==> src/rtl/mem_stage_pkg.sv <==
// Shared definitions for the wait-state memory stage.
//   state_t         : access FSM states (IDLE -> ACCESS -> DONE -> IDLE)
//   CNT_W           : width of the wait counter (latency 1..15 fits in 4 bits)
//   DEF_BASE_ADDR   : default byte address mapped to word 0
//   DEF_WAIT_CYCLES : default memory access latency in cycles
package mem_stage_pkg;

  typedef enum logic [1:0] {
    ST_IDLE   = 2'd0,
    ST_ACCESS = 2'd1,
    ST_DONE   = 2'd2
  } state_t;

  localparam int unsigned CNT_W           = 4;
  localparam int unsigned DEF_BASE_ADDR   = 1024;
  localparam int unsigned DEF_WAIT_CYCLES = 4;

endpackage

==> src/rtl/mem_ws_ram.sv <==
// Data word storage for the memory stage: one synchronous write port and one
// synchronous read port. Contents are never reset; only the read data register
// is cleared by reset so the stage's load output starts at zero.
//   clk     : clock
//   rst     : asynchronous active-low reset (read register only)
//   wr_en   : write strobe, wr_data stored at wr_addr on the rising edge
//   wr_addr : write word index
//   wr_data : write data
//   rd_en   : read strobe, rd_data loads array[rd_addr] on the rising edge
//   rd_addr : read word index
//   rd_data : registered read data, holds when rd_en is low
module mem_ws_ram #(
  parameter int unsigned DATA_W    = 32,
  parameter int unsigned MEM_DEPTH = 64,
  parameter int unsigned IDX_W     = (MEM_DEPTH > 1) ? $clog2(MEM_DEPTH) : 1
) (
  input  logic              clk,
  input  logic              rst,
  input  logic              wr_en,
  input  logic [IDX_W-1:0]  wr_addr,
  input  logic [DATA_W-1:0] wr_data,
  input  logic              rd_en,
  input  logic [IDX_W-1:0]  rd_addr,
  output logic [DATA_W-1:0] rd_data
);

  logic [DATA_W-1:0] mem_array [MEM_DEPTH];
  logic [DATA_W-1:0] rd_data_reg;

  always_ff @(posedge clk) begin
    if (wr_en) begin
      mem_array[wr_addr] <= wr_data;
    end
  end

  always_ff @(posedge clk or negedge rst) begin
    if (!rst) begin
      rd_data_reg <= '0;
    end else if (rd_en) begin
      rd_data_reg <= mem_array[rd_addr];
    end
  end

  assign rd_data = rd_data_reg;

endmodule

==> src/rtl/mem_stage_ws.sv <==
// Pipeline memory stage with a fixed multi-cycle memory latency. A load or
// store seen in IDLE is latched, the stage waits WAIT_CYCLES cycles in ACCESS
// (array access on the last edge), then spends one cycle in DONE where the
// pipeline freeze is released. Store wins when load and store coincide.
// Optional feature: define MEM_ALIGN_CHECK_EN to flag accesses whose low
// address bits are nonzero (flag valid in DONE only, store suppressed);
// without it the low bits are ignored and misalign is tied low.
//   clk            : clock, rising edge
//   rst            : asynchronous active-low reset
//   mem_r_en       : load request
//   mem_w_en       : store request
//   alu_result     : byte address
//   st_val         : store data
//   mem_read_value : registered load data, changes only on completed loads
//   freeze         : combinational stall request
//   misalign       : misaligned-access flag
module mem_stage_ws
  import mem_stage_pkg::*;
#(
  parameter int unsigned DATA_W      = 32,
  parameter int unsigned ADDR_W      = 32,
  parameter int unsigned MEM_DEPTH   = 64,
  parameter int unsigned BASE_ADDR   = DEF_BASE_ADDR,
  parameter int unsigned WAIT_CYCLES = DEF_WAIT_CYCLES
) (
  input  logic              clk,
  input  logic              rst,
  input  logic              mem_r_en,
  input  logic              mem_w_en,
  input  logic [ADDR_W-1:0] alu_result,
  input  logic [DATA_W-1:0] st_val,
  output logic [DATA_W-1:0] mem_read_value,
  output logic              freeze,
  output logic              misalign
);

  localparam int unsigned OFF_W = $clog2(DATA_W / 8);
  localparam int unsigned IDX_W = (MEM_DEPTH > 1) ? $clog2(MEM_DEPTH) : 1;
  localparam logic [ADDR_W-1:0] BASE_VEC = ADDR_W'(BASE_ADDR);
  localparam logic [CNT_W-1:0]  CNT_LOAD = CNT_W'(WAIT_CYCLES - 1);

  state_t            state_reg, state_next;
  logic [CNT_W-1:0]  cnt_reg, cnt_next;
  logic [IDX_W-1:0]  idx_reg;
  logic [DATA_W-1:0] wdata_reg;
  logic              op_w_reg;

  logic              req_any;
  logic [IDX_W-1:0]  req_idx;
  logic              start;
  logic              finish;
  logic              wr_block;
  logic              ram_we;
  logic              ram_re;

  assign req_any = mem_r_en | mem_w_en;
  // Truncating to IDX_W bits gives the modulo-MEM_DEPTH wrap for free.
  assign req_idx = IDX_W'((alu_result - BASE_VEC) >> OFF_W);

  always_comb begin
    state_next = state_reg;
    cnt_next   = cnt_reg;
    start      = 1'b0;
    finish     = 1'b0;
    freeze     = req_any & (state_reg != ST_DONE);
    case (state_reg)
      ST_IDLE: begin
        if (req_any) begin
          start      = 1'b1;
          cnt_next   = CNT_LOAD;
          state_next = ST_ACCESS;
        end
      end
      ST_ACCESS: begin
        if (cnt_reg == '0) begin
          finish     = 1'b1;
          state_next = ST_DONE;
        end else begin
          cnt_next = cnt_reg - 1'b1;
        end
      end
      ST_DONE: begin
        state_next = ST_IDLE;
      end
      default: begin
        state_next = ST_IDLE;
      end
    endcase
  end

  always_ff @(posedge clk or negedge rst) begin
    if (!rst) begin
      state_reg <= ST_IDLE;
      cnt_reg   <= '0;
      idx_reg   <= '0;
      wdata_reg <= '0;
      op_w_reg  <= 1'b0;
    end else begin
      state_reg <= state_next;
      cnt_reg   <= cnt_next;
      if (start) begin
        idx_reg   <= req_idx;
        wdata_reg <= st_val;
        // Store takes priority over a simultaneous load.
        op_w_reg  <= mem_w_en;
      end
    end
  end

`ifdef MEM_ALIGN_CHECK_EN
  logic mis_lat_reg;
  logic misalign_reg;
  logic req_mis;

  assign req_mis = |(alu_result & ADDR_W'(DATA_W / 8 - 1));

  always_ff @(posedge clk or negedge rst) begin
    if (!rst) begin
      mis_lat_reg  <= 1'b0;
      misalign_reg <= 1'b0;
    end else begin
      if (start) begin
        mis_lat_reg <= req_mis;
      end
      // Set on the completing edge, so it is high only while in DONE.
      misalign_reg <= finish & mis_lat_reg;
    end
  end

  assign misalign = misalign_reg;
  assign wr_block = mis_lat_reg;
`else
  assign misalign = 1'b0;
  assign wr_block = 1'b0;
`endif

  // Strobes are derived from the state register, so an asynchronous reset
  // during ACCESS kills a pending store before the edge can commit it.
  assign ram_we = finish & op_w_reg & ~wr_block;
  assign ram_re = finish & ~op_w_reg;

  mem_ws_ram #(
    .DATA_W    (DATA_W),
    .MEM_DEPTH (MEM_DEPTH),
    .IDX_W     (IDX_W)
  ) u_ram (
    .clk     (clk),
    .rst     (rst),
    .wr_en   (ram_we),
    .wr_addr (idx_reg),
    .wr_data (wdata_reg),
    .rd_en   (ram_re),
    .rd_addr (idx_reg),
    .rd_data (mem_read_value)
  );

endmodule

==> config.mk <==
export PLATFORM = sky130hd
export DESIGN_NAME = mem_stage_ws
export DESIGN_NICKNAME = d
export VERILOG_FILES = /design/src/rtl/mem_stage_pkg.sv /design/src/rtl/mem_ws_ram.sv /design/src/rtl/mem_stage_ws.sv
export SDC_FILE = /design/constraint.sdc
export NUM_CORES = 2
export LEC_CHECK = 0
export ABC_AREA = 1
export BUFFER_PORTS_ARGS = -buffer_cell sky130_fd_sc_hd__buf_2
export CORE_ASPECT_RATIO = 1.75
export CORE_MARGIN = 2
export CORE_UTILIZATION = 37
export DETAILED_ROUTE_END_ITERATION = 6
export GPL_TIMING_DRIVEN = 1
export PLACE_DENSITY_LB_ADDON = 0.15
export SETUP_SLACK_MARGIN = 0.1
export SLEW_MARGIN = 20
export SYNTH_ARGS = -nofsm -noshare
export SYNTH_HDL_FRONTEND = slang
export SYNTH_SLANG_ARGS = --single-unit
==> constraint.sdc <==
create_clock -name clk -period 4.3 [get_ports clk]
set_input_delay 0.86 -clock clk [delete_from_list [all_inputs] [get_ports clk]]
set_output_delay 0.86 -clock clk [all_outputs]
set_load 0.01 [all_outputs]
==> Word-level counts from Yosys, hierarchy flattened <==
Memories as Yosys holds them, arrays and structs flattened. A register that Yosys moved wholly into a read port is not among the register bits.
Cells that the tools add are included.
Widths: inputs -> output; s select.
{ "totals": {"ff_bits": 45, "out_inout_bits": 34, "ram_bits": 2048, "inputBits": 68, "n_memories": 1, "word_cells": 36} }
{ "memory_table": {"columns": ["memory", "words", "word_bits", "read_ports", "rd_clocked_by_memory_dff", "write_ports", "line_no", "text"], "rows": [
  ["u_ram.mem_array", 64, 32, 1, 1, 1, "mem_ws_ram.sv:27", "logic [DATA_W-1:0] mem_array [MEM_DEPTH];"]
]} }
{ "op_classes": {"n_reduce_logical": 6, "addsub": 2, "n_mux": 12, "n_eq_ne": 5, "bitwise": 5} }
{ "op_table": {"columns": ["op", "count"], "rows": [
  ["$mux 4", 2],
  ["$ne 2x2->1 const B", 4],
  ["$pmux 4 s2", 1],
  ["$sub 8x1->8 const B", 1],
  ["$mux 1", 6],
  ["$logic_not 4->1", 1],
  ["$mux 2", 2],
  ["$pmux 2 s2", 1],
  ["$sub 4x1->4 const B", 1],
  ["$and 1x1->1", 3],
  ["$reduce_and 3->1", 1],
  ["$eq 2x1->1 const B", 1],
  ["$logic_not 2->1", 1],
  ["$reduce_and 2->1", 1],
  ["$reduce_bool 2->1", 1],
  ["$logic_not 1->1", 1],
  ["$not 1->1", 1],
  ["$or 1x1->1", 1]
]} }

==> Depth between registers and ports, before layout <==
{ "depth": {"word_depth": 6, "depth_mapped": 17, "ltp_nobuf": 13} }

==> Cells and area by module <==
A second synthesis with hierarchy kept.
{ "hier_totals": {"hier_cells": 6971, "hier_area_um2": 85162.9} }
{ "modules_own_cells": {"columns": ["mod", "instances", "cells_per_inst", "area_each_um2", "seq_area_each_um2"], "rows": [
  ["mem_ws_ram", 1, 6757, 83174.8, 62299.8],
  ["mem_stage_ws", 1, 214, 1988.2, 1126.1]
]} }

==> Worst setup path after synthesis <==
OpenSTA, ideal clock, no wires.
{ "synth_path": {"path_kind": "reg2reg", "start": "register cnt_reg[0]", "end": "memory u_ram.mem_array[0][0], enable pin", "path_stages_with_launch": 7, "n_path_buf": 0, "setup_time_ns": 0.421, "period_less_slack_ns": 3.340, "arrival_time_ns": 2.919, "required_ns": 3.879, "slack_ns": 0.960, "cell_sequence": "dfrtp_1 > inv_1 > ha_1 > nand3_1 > nor3_1 > nand3_1 > nor2_1"} }
{ "synth_via": {"elab_chain_cells": 6} }
{ "synth_rtl": {"columns": ["item", "line_no", "text"], "rows": [
  ["start, declared", "mem_stage_ws.sv:43", "logic [CNT_W-1:0] cnt_reg, cnt_next;"],
  ["start signal, assigned", "mem_stage_ws.sv:100", "cnt_reg <= cnt_next;"],
  ["$logic_not 4->1", "mem_stage_ws.sv:75", "if (cnt_reg == '0) begin"],
  ["$mux 1", "mem_stage_ws.sv:75", null],
  ["$mux 1", "mem_stage_ws.sv:66", "case (state_reg)"],
  ["$and 1x1->1", "mem_stage_ws.sv:139", "assign ram_we = finish & op_w_reg & ~wr_block;"],
  ["$mux 1", "mem_ws_ram.sv:31", "if (wr_en) begin"],
  ["$mux 1 (not written as such)", "mem_ws_ram.sv:32", "mem_array[wr_addr] <= wr_data;"],
  ["end, declared", "mem_ws_ram.sv:27", null]
]} }
Every way passes these cells.

==> Final worst setup path <==
{ "layout_path": {"start": "register idx_reg[2]", "end": "memory u_ram.mem_array[5][26], enable pin"} }
{ "layout_rtl": {"columns": ["item", "line_no", "text"], "rows": [
  ["start, declared", "mem_stage_ws.sv:44", "logic [IDX_W-1:0] idx_reg;"],
  ["start signal, assigned", "mem_stage_ws.sv:102", "idx_reg <= req_idx;"]
]} }
No word-level cell before the write port.

==> flow_summary_export.csv <==
group,metric,value,unit
run_status,status,"complete, no violations",
min_path,hold_path_class,"in2async",
timing,final-setup-viol-count,0,
clocking,cts.sinks,2125,
clocking,clk_latency,0.88,ns
grt,overflow,0,
yosys,synth_warnings,0,
clocking,cts_buffers,194,
clocking,ctsHoldBuffers,0,
cells_and_area,finalNetCount,8931,
timing,worst_pin_slew,1.13,ns
floorplan,fp.dieH,653,um
timing,timing.fmax,289,MHz
timing,fin_skew,0.0536,ns
cells_and_area,seqCellArea,63500,um2
clocking,post_cts_resize_count,0,
drt,wl,285000,um
placement,port_buffers,74,
placement,gp_congestion,0.818,
yosys,synth_top_family_by_area,"simple AND/OR/NAND/NOR gates",
timing,period_share,0.803,
yosys,syn-num-nets,8863,
floorplan,placementRows,238,
critical_path,max_stage_delay,0.63,ns
critical_path,crit_chain,"inv_8 > nor2_1 > nand3_1 > buf_4 > nor2_4 > buf_12",
clocking,cts_tree,"done",
timing,maxSlewViolCount,0,
drt,drc_errors,0,
clocking,cts.path.max_buffers,4,
timing,final_hold_viol_count,0,
floorplan,io_pins,102,
cells_and_area,final_cell_area,100000,um2
drt,drt_pass1_iterations,6,
critical_path,cp.arrival,4.03,ns
yosys,synthAdderAreaFrac,0.000281,
cells_and_area,area_growth,12.8,%
timing,period_minus_slack,3.45,ns
grt,grt_antenna_before_repair,16,
yosys,ys_seq_area_frac,0.712,
timing,fin_tns_setup,0,ns
clocking,cts_setup_buffers,0,
drt,post_drt_wl_per_cell,23.5,um
yosys,synth_mux_area_frac,0,
yosys,synth_compound_area_frac,0.00199,
clocking,cts_max_level,4,
cells_and_area,multi_input_area,23600,um2
floorplan,initial_core_util,0.372,
critical_path,critPathLaunchType,"flip-flop",
timing,slew_headroom,0.244,
cells_and_area,drive_gt1_frac,0.0754,
critical_path,cp_max_fo,46,
cells_and_area,largest_reg_flops,2048,
cells_and_area,final_cell_mix,"nand2_1, edfxtp_1, clkbuf_16",
power,vdd_drop_max,584,uV
yosys,synth_cells,8793,
critical_path,path_class,"reg2reg",
critical_path,cpLargestDelayFamily,"simple AND/OR/NAND/NOR gates",
grt,grt_max_degree,166,
floorplan,fp.dieW,375,um
power,power_density,681,nW/um2
drt,viasPerCell,4.93,
critical_path,path_buf_inv,3,
cells_and_area,layout_commonest_cell,"nand2_1",
job,maxCapViolations,0,
clocking,clkSlewWorstSetupHoldPaths,0.07,ns
drt,drtIter0Drc,4842,
yosys,synth_seq_cells,2125,
drt,via_count,59856,
critical_path,critPathSlowestCell,"dfrtp_4",
floorplan,core,240000,um2
yosys,syn_avg_cell_area,10.1,um2
grt,grt_pass1_vias,57660,
cells_and_area,nFillCells,22653,
grt,grt.total_usage,0.229,
timing,rsz0062_at_grt,"false",
floorplan,fp.dieArea,245000,um2
clocking,root_buffer,"clkbuf_16",
yosys,synthXorXnorAreaFrac,0,
yosys,synthesis.area,89100,um2
drt,antenna_left,0,
power,leakagePower,41.9,nW
grt,grt_pass1_wl,405000,um
placement,post_dp_cell_area,94500,um2
critical_path,worst_setup_path_end_kind,"flip-flop",
placement,post-dp-hpwl,162000,um
yosys,synth.distinct_cells,26,
critical_path,required,4.87,ns
yosys,synth-simple-area-share,0.256,
-- layout make-up --
class / instances / share of cell area
sequential: 2125 / 0.632
multi-input combinational: 6094 / 0.235
clock buffer: 257 / 0.0519
tap: 3120 / 0.0389
timing repair buffer: 307 / 0.0292
clock inverter: 93 / 0.00767
inverter: 139 / 0.00551
antenna: 2 / 0.0000498
-- stage by stage --
stage / setup WS [ns] / total power [mW] / instances / hold WS, ns / utilization
2_1_floorplan: 0.960 / 41.1 / 8793 / 0.501 / -
3_3_place_gp: 0.869 / 52.0 / 11785 / 0.472 / 0.394
3_5_place_dp: 0.891 / 52.2 / 11785 / 0.481 / 0.394
4_1_cts: 0.854 / 69.1 / 12135 / 0.0751 / 0.419
5_1_grt: 0.849 / 71.9 / 12136 / 0.120 / 0.419
6_report: 0.845 / 68.4 / 12137 / 0.0886 / 0.419
-- routing by layer --
metal	vias to the layer above	global-route usage	share of wire	routed length [um]
met1	29484	0.273	0.39	112000
li1	28372	-	-	-
met3	443	0.0229	0.043	12400
met2	1557	0.411	0.51	145000
met5	-	0	0	0
met4	0	0.117	0.056	16000
-- cell usage after synthesis --
cell type	number	area (um2)
nand2_1	5845	21900
edfxtp_1	2048	61500
buf_2	211	1060
clkbuf_1	157	589
nor2_1	144	541
inv_1	134	503
dfrtp_1	77	1930
nand3_1	53	265
buf_1	30	113
buf_4	29	218
a21oi_1	13	65.1
o21ai_0	11	55.1
nor3_1	9	45.0
buf_6	8	90.1
o211ai_1	4	30.0
o21ai_1	4	20.0
inv_2	3	11.3
nor3_2	3	30.0
ha_1	2	25.0
or2_2	2	12.5
a22oi_1	1	7.51
clkinv_1	1	3.75
conb_1	1	3.75
inv_4	1	6.26
nor2_2	1	6.26
or2_0	1	6.26
-- cells by family after synthesis --
family	Yosys count
compound gates	33
fa+ha+maj	2
buf+inv	574
flops	2125
other cells	1
simple gates	6058
-- worst paths after layout --
kind,start,to,slack (ns),cells after the start
worst min-delay path,rst,wdata_reg[0],0.09,1
worst max-delay path,idx_reg[2],u_ram.mem_array[5][26],0.85,6
worst min register to register,wdata_reg[6],wdata_reg[6],0.49,2
min in group clk,st_val[22],wdata_reg[22],0.19,3
max in group asynchronous,rst,idx_reg[2],3.22,2
worst max register to register,idx_reg[2],u_ram.mem_array[5][26],0.85,6
-- report_power, final --
part           leakage [nW]  total (mW)  internal, mW  switching, mW
Combinational          19.6        23.4          5.53           17.9
Clock                  2.93        16.9          9.29           7.63
Sequential             19.4        28.0          25.9           2.13
Total                  41.9        68.4          40.7           27.6
(Power assumes the default switching activity.)
